**src/rtl/bin_to_seg7_display_pkg.sv**
```systemverilog
// Shared definitions for the decimal display driver: FSM states and
// active-high seven-segment glyph patterns (bit 0 = segment a .. bit 6 = g).
package bin_to_seg7_display_pkg;

  typedef enum logic [1:0] {
    ST_IDLE  = 2'd0,
    ST_SHIFT = 2'd1,
    ST_DONE  = 2'd2
  } state_t;

  localparam logic [6:0] GLYPH_0     = 7'b0111111;
  localparam logic [6:0] GLYPH_1     = 7'b0000110;
  localparam logic [6:0] GLYPH_2     = 7'b1011011;
  localparam logic [6:0] GLYPH_3     = 7'b1001111;
  localparam logic [6:0] GLYPH_4     = 7'b1100110;
  localparam logic [6:0] GLYPH_5     = 7'b1101101;
  localparam logic [6:0] GLYPH_6     = 7'b1111101;
  localparam logic [6:0] GLYPH_7     = 7'b0000111;
  localparam logic [6:0] GLYPH_8     = 7'b1111111;
  localparam logic [6:0] GLYPH_9     = 7'b1101111;
  localparam logic [6:0] GLYPH_DASH  = 7'b1000000;
  localparam logic [6:0] GLYPH_BLANK = 7'b0000000;

  // Active-high glyph for one BCD digit; non-decimal codes show nothing.
  function automatic logic [6:0] glyph_of(input logic [3:0] digit);
    logic [6:0] g;
    case (digit)
      4'd0:    g = GLYPH_0;
      4'd1:    g = GLYPH_1;
      4'd2:    g = GLYPH_2;
      4'd3:    g = GLYPH_3;
      4'd4:    g = GLYPH_4;
      4'd5:    g = GLYPH_5;
      4'd6:    g = GLYPH_6;
      4'd7:    g = GLYPH_7;
      4'd8:    g = GLYPH_8;
      4'd9:    g = GLYPH_9;
      default: g = GLYPH_BLANK;
    endcase
    return g;
  endfunction

endpackage

```
**src/rtl/bin_to_seg7_display_glyph.sv**
```systemverilog
// Combinational single-digit glyph decoder with dash/blank override and
// selectable output polarity.
module seg7_glyph
  import bin_to_seg7_display_pkg::*;
#(
  parameter int ACTIVE_LOW = 1
) (
  input  logic [3:0] i_digit,
  input  logic       i_blank,
  input  logic       i_dash,
  output logic [6:0] o_seg
);

  logic [6:0] w_hi;

  // Pick the active-high pattern; dash wins over blank, blank over the digit.
  always_comb begin
    w_hi = glyph_of(i_digit);
    if (i_dash) begin
      w_hi = GLYPH_DASH;
    end else if (i_blank) begin
      w_hi = GLYPH_BLANK;
    end
  end

  assign o_seg = (ACTIVE_LOW != 0) ? ~w_hi : w_hi;

endmodule

```
**src/rtl/bin_to_seg7_display.sv**
```systemverilog
// Sequential binary-to-BCD converter (shift-and-add-3) with start/done
// handshake, sticky overflow, leading-zero blanking and registered glyphs.
module bin_to_seg7_display
  import bin_to_seg7_display_pkg::*;
#(
  parameter int WIDTH      = 8,
  parameter int DIGITS     = 3,
  parameter int ACTIVE_LOW = 1,
  parameter int BLANK_LZ   = 1
) (
  input  logic                  clk,
  input  logic                  rst_n,
  input  logic                  start,
  input  logic [WIDTH-1:0]      bin,
  output logic                  busy,
  output logic                  done,
  output logic                  overflow,
  output logic [4*DIGITS-1:0]   bcd,
  output logic [7*DIGITS-1:0]   seg
);

  localparam int BCD_W = 4 * DIGITS;
  localparam int SEG_W = 7 * DIGITS;
  localparam int CNT_W = $clog2(WIDTH + 1);
  localparam logic [CNT_W-1:0] LAST_CNT = CNT_W'(WIDTH - 1);
  localparam logic [SEG_W-1:0] SEG_OFF  = (ACTIVE_LOW != 0) ? '1 : '0;

  state_t             r_state;
  state_t             w_state_next;
  logic [WIDTH-1:0]   r_binreg;
  logic [BCD_W-1:0]   r_work;
  logic               r_carry;
  logic [CNT_W-1:0]   r_cnt;
  logic [BCD_W-1:0]   r_bcd;
  logic               r_ovf;
  logic [SEG_W-1:0]   r_seg;

  logic               w_accept;
  logic               w_shift;
  logic               w_last;
  logic [BCD_W-1:0]   w_adj;
  logic [BCD_W-1:0]   w_work_next;
  logic               w_carry_next;
  logic [DIGITS-1:0]  w_blank;
  logic               w_zero_above;
  logic [SEG_W-1:0]   w_glyph;

  assign w_accept = start && ((r_state == ST_IDLE) || (r_state == ST_DONE));
  assign w_shift  = (r_state == ST_SHIFT);
  assign w_last   = w_shift && (r_cnt == LAST_CNT);

  // FSM state register.
  always_ff @(posedge clk or negedge rst_n) begin
    if (!rst_n) begin
      r_state <= ST_IDLE;
    end else begin
      r_state <= w_state_next;
    end
  end

  // FSM next-state: a held start chains DONE straight into the next SHIFT.
  always_comb begin
    w_state_next = r_state;
    case (r_state)
      ST_IDLE:  if (start) w_state_next = ST_SHIFT;
      ST_SHIFT: if (r_cnt == LAST_CNT) w_state_next = ST_DONE;
      ST_DONE:  w_state_next = start ? ST_SHIFT : ST_IDLE;
      default:  w_state_next = ST_IDLE;
    endcase
  end

  // Per-digit +3 correction on 4-bit lanes, then one-bit left shift of
  // {bcd, binreg}; a 1 leaving the top digit is latched as overflow.
  always_comb begin
    w_adj = r_work;
    for (int unsigned i = 0; i < DIGITS; i++) begin
      if (r_work[4*i +: 4] >= 4'd5) begin
        w_adj[4*i +: 4] = r_work[4*i +: 4] + 4'd3;
      end
    end
    w_work_next  = {w_adj[BCD_W-2:0], r_binreg[WIDTH-1]};
    w_carry_next = r_carry | w_adj[BCD_W-1];
  end

  // Leading-zero blanking of the post-shift value, scanned from the top
  // digit down; digit 0 is never blanked and overflow disables blanking.
  always_comb begin
    w_blank      = '0;
    w_zero_above = 1'b1;
    for (int unsigned k = 0; k < DIGITS - 1; k++) begin
      w_zero_above = w_zero_above & (w_work_next[4*(DIGITS-1-k) +: 4] == 4'd0);
      w_blank[DIGITS-1-k] = (BLANK_LZ != 0) && !w_carry_next && w_zero_above;
    end
  end

  for (genvar g = 0; g < DIGITS; g++) begin : g_glyph
    seg7_glyph #(
      .ACTIVE_LOW (ACTIVE_LOW)
    ) u_glyph (
      .i_digit (w_work_next[4*g +: 4]),
      .i_blank (w_blank[g]),
      .i_dash  (w_carry_next),
      .o_seg   (w_glyph[7*g +: 7])
    );
  end

  // Conversion engine: load on accept, iterate while shifting.
  always_ff @(posedge clk or negedge rst_n) begin
    if (!rst_n) begin
      r_binreg <= '0;
      r_work   <= '0;
      r_carry  <= 1'b0;
      r_cnt    <= '0;
    end else if (w_accept) begin
      r_binreg <= bin;
      r_work   <= '0;
      r_carry  <= 1'b0;
      r_cnt    <= '0;
    end else if (w_shift) begin
      r_binreg <= r_binreg << 1;
      r_work   <= w_work_next;
      r_carry  <= w_carry_next;
      r_cnt    <= r_cnt + CNT_W'(1);
    end
  end

  // Result registers: captured from the post-shift value on the final
  // iteration so they change together with entry into DONE.
  always_ff @(posedge clk or negedge rst_n) begin
    if (!rst_n) begin
      r_bcd <= '0;
      r_ovf <= 1'b0;
      r_seg <= SEG_OFF;
    end else if (w_last) begin
      r_bcd <= w_work_next;
      r_ovf <= w_carry_next;
      r_seg <= w_glyph;
    end
  end

  assign busy     = w_shift;
  assign done     = (r_state == ST_DONE);
  assign overflow = r_ovf;
  assign bcd      = r_bcd;
  assign seg      = r_seg;

endmodule

```
**config.mk**
```make
export PLATFORM = sky130hd
export DESIGN_NAME = bin_to_seg7_display
export DESIGN_NICKNAME = d
export VERILOG_FILES = /design/src/rtl/bin_to_seg7_display_pkg.sv /design/src/rtl/bin_to_seg7_display_glyph.sv /design/src/rtl/bin_to_seg7_display.sv
export SDC_FILE = /design/constraint.sdc
export NUM_CORES = 1
export LEC_CHECK = 0
export CAP_MARGIN = 20
export CORE_ASPECT_RATIO = 0.7
export CORE_MARGIN = 5
export CORE_UTILIZATION = 25
export CTS_CLUSTER_SIZE = 14
export DETAILED_ROUTE_END_ITERATION = 16
export GPL_TIMING_DRIVEN = 0
export SLEW_MARGIN = 20
export SYNTH_ARGS = -nofsm -noshare
export SYNTH_HDL_FRONTEND = slang
export SYNTH_HIERARCHICAL = 1
export SYNTH_SLANG_ARGS = --single-unit
```
**constraint.sdc**
```tcl
create_clock -name clk -period 3.25 [get_ports clk]
set_input_delay 0.8125 -clock clk [delete_from_list [all_inputs] [get_ports clk]]
set_output_delay 0.8125 -clock clk [all_outputs]
set_load 0.02 [all_outputs]
```
==> impl_results.md <==
* Outcome: finished clean
* Area of the core at 0.0131 mm²
* # DRC at 0
* Crit end category: primary output
* Syn Inst Count at 301
* Met1 GRT Util at 13.7%
* Sequential share of power at 26.5%
* Crit-path max FO at 10
* Fin cells at 532
* Fin. max-slew vios at 0
* GP Congestion at 0.797
* WS Path Type: flop to primary output
* Initial antenna violation count at 0
* Startpoint Class: flop
* Sequential cell area at 0.00155 mm²
* Starting Density at 25.3%
* Dominant cell type by area after synthesis: dfrtp_1
* Cell area after synthesis at 0.00331 mm²
* Final setup violation count at 0
* Lkg Pwr at 1.81 nW
* Nets at a little under 400
* # Max-Cap Violations at 0
* GRT busiest layer: met2
* Total gr overflow at 0
* Filler Cells Inserted at 1326
* Reg clk slew, reported paths at ~0.050 ns
* Endpoints failing hold at 0
* FMAX at approximately 330 MHz
* Hold Buf Count CTS at 0
* Unrepaired setup endpoints after global routing: false
* Dpl hpwl at 5560 µm
* Ys Warns at 6
* Dominant synthesized flop cell: dfrtp_1
* Placed cells at 516
* Post-Route Setup TNS at 0 ns
* Mapped Avg Cell Area at 11.0 µm²
* Setup slack, reg-to-reg at 0.37 ns
* Final ANT Viol Nets at 0
* PortBufs at between 40 and 50
* Vias in the first global route at 2502
* Type of the tightest min-delay check: primary input to asynchronous set/reset pin
* NetSw at 0.00215 W
* Post-synth EDFFs at 0
* Crit path time final at 3.04 ns
* PwrDens at 1210 mW/mm²
* Synth cell types at 42
* Area of the multi-input gates at 0.00162 mm²
* Die area at 0.0157 mm²
* DRT Pass-1 Iters at 4
* Design Area, Final at between 0.004 and 0.005 mm²
* Clock sink total at 61
* TritonCTS clock tree: yes
* Largest net degree at the start of global routing at 46
* Post-CTS setup buffer count at 0
* H-tree depth at 3
* Seq/Total Area, Yosys at around 47%
* Req. time, crit path at 2.44 ns
* Setup Skew at 0.00617 ns
* CP arrival at between 2 and 2.5 ns
* Ratio of final minimum period to clock period at 93.6%
* Clock Power Share at approximately a fifth
* # diodes at 0
* Area share of the largest cell type after synthesis at 30.3%
* Worst Max-Slew Pin Slew at 0.921 ns
* Clk_lat worst skew at roughly 0.33 ns
* Final wirelength at 7630 µm
* CTS Root Cell: clkbuf_16
* Syn-to-layout area delta at 30.7%
* Via count at between 2000 and 2500
* Switch share at roughly two fifths
* IO Pins at 47
* Worst hold slack at 0.355 ns
* Combinational share of power at 54.0%
* Area post-placement at about 0.0040 mm²
* Clock buffer depth at 2
* Wire per inst at 14.3 µm
* Slew margin rel. at between 30 and 40%
* Post-synthesis sequential element count at 61
* Via density per instance at 4.61
* Num rows at 35
* Post_cts resized at 0
* Met2 track demand over resource at 14.5%
* Share of cells above drive strength 1 at 23.5%
* Met3 GRT Util at 4.60%
* Asr flop ratio synth at 100%
* Worst VDD drop at ~350 µV
* First-pass GRT wire length at 12700 µm
* Die W at 147 µm
* Overall global routing resource usage at 10.2%
* Initial DRC Count at 246
* Die Y at 106 µm
* Synth area leaders: dfrtp_1, dfstp_2, mux2_2
* Internal power at just over 0.003 W
* TritonCTS Buffers at 9
==> routing by layer <==
layer / vias up / wire length (µm) / share of wire [%]
li1: 1180 / - / -
met1: 1198 / 3660 / 48
met2: 64 / 3290 / 43
met3: 12 / 539 / 7.1
met4: 0 / 136 / 1.8
met5: - / 0 / 0
==> placed cells by master (no fill, tap or decap), drive strengths merged, types with 3 or more instances in the layout <==
master,synthesis,layout
nand2,28,28
inv,18,19
a21oi,7,7
nand3b,3,3
ha,22,22
clkdlybuf4s50,0,45
xnor2,3,3
nor2,18,18
dfstp,21,21
a22oi,6,6
and2,4,4
nand2b,6,6
dfrtp,40,40
o211ai,3,3
conb,1,3
o21ai,18,18
buf,8,10
o311ai,9,9
nor2b,11,11
a22o,12,12
clkbuf,4,14
a211oi,3,3
mux2i,5,5
nor4b,3,3
xor2,3,3
mux2,31,31
==> synth_stat cells, types with 3 or more instances <==
library cell  number
buf_2              4
nand3b_1           3
o211ai_1           3
o21ai_1            4
dfstp_2           21
ha_1              22
buf_6              3
nor4b_1            3
xor2_1             3
xnor2_1            3
nand2b_1           6
dfrtp_1           40
nor2_1            18
a211oi_2           3
o311ai_1           9
nand2_1           28
a22o_1            11
inv_1             18
o21ai_0           11
mux2i_1            5
a21oi_1            6
o21ai_2            3
mux2_2            31
clkbuf_1           4
a22oi_1            6
and2_1             4
nor2b_1           11
==> critical path: stages (launching register included) <==
cell	delay, ns
dfrtp_1	0.38
nand2b_1	0.23
inv_1	0.17
clkbuf_1	0.41
clkdlybuf4s50_1	0.71
==> final timing paths <==
kind,startpoint,to,cells after the start
worst min-delay path,rst_n,r_work[10],1
max in group asynchronous,rst_n,seg[11],2
worst max-delay path,r_state[1],busy,4
worst max register to register,r_work[4],seg[10],10
min in group clk,r_binreg[4],r_binreg[4],2
worst min register to register,r_binreg[4],r_binreg[4],2
==> final cells by class <==
cell class / instances / share of cell area (%)
multi-input cells: 212 / 37.5
repair buffers: 47 / 11.2
clock inverters: 6 / 2.00
flip-flops and latches: 61 / 35.9
plain buffers: 12 / 1.68
well taps: 166 / 4.80
clock buffers: 10 / 5.30
inverters: 18 / 1.56
==> metrics by stage <==
stage,power [W],setup slack (ns),utilization (%)
5_1_grt,0.00566,0.0800,33.1
3_5_place_dp,0.00423,0.393,30.7
2_1_floorplan,0.00335,0.839,-
4_1_cts,0.00530,0.191,33.1
3_3_place_gp,0.00411,-0.609,30.5
6_report,0.00523,0.208,33.1
==> power by group through the flow <==
stage | Sequential [W] | Combinational, W | Clock (W)
2_1_floorplan | 0.00156 | 0.00180 | 0
4_1_cts | 0.00139 | 0.00285 | 0.00106
5_1_grt | 0.00144 | 0.00314 | 0.00109
3_5_place_dp | 0.00140 | 0.00283 | 0
6_report | 0.00139 | 0.00282 | 0.00102
3_3_place_gp | 0.00138 | 0.00273 | 0
==> sequential cells by signal (all words and copies together), names as in the netlist <==
signal	cells
bcd	12
overflow	1
r_binreg	8
r_carry	1
r_cnt	4
r_state	2
r_work	12
seg	21
==> cell families after synthesis <==
kind of cell	Yosys count	share of synthesized area [%]
other cells	1	0.113
fa+ha+maj	22	8.32
buf+inv	30	4.24
simple gates	83	12.9
compound gates	62	13.9
flops	61	46.9
xor+xnor	6	1.59
mux	36	12.1
Note: power is estimated with default switching activity, not from simulation.
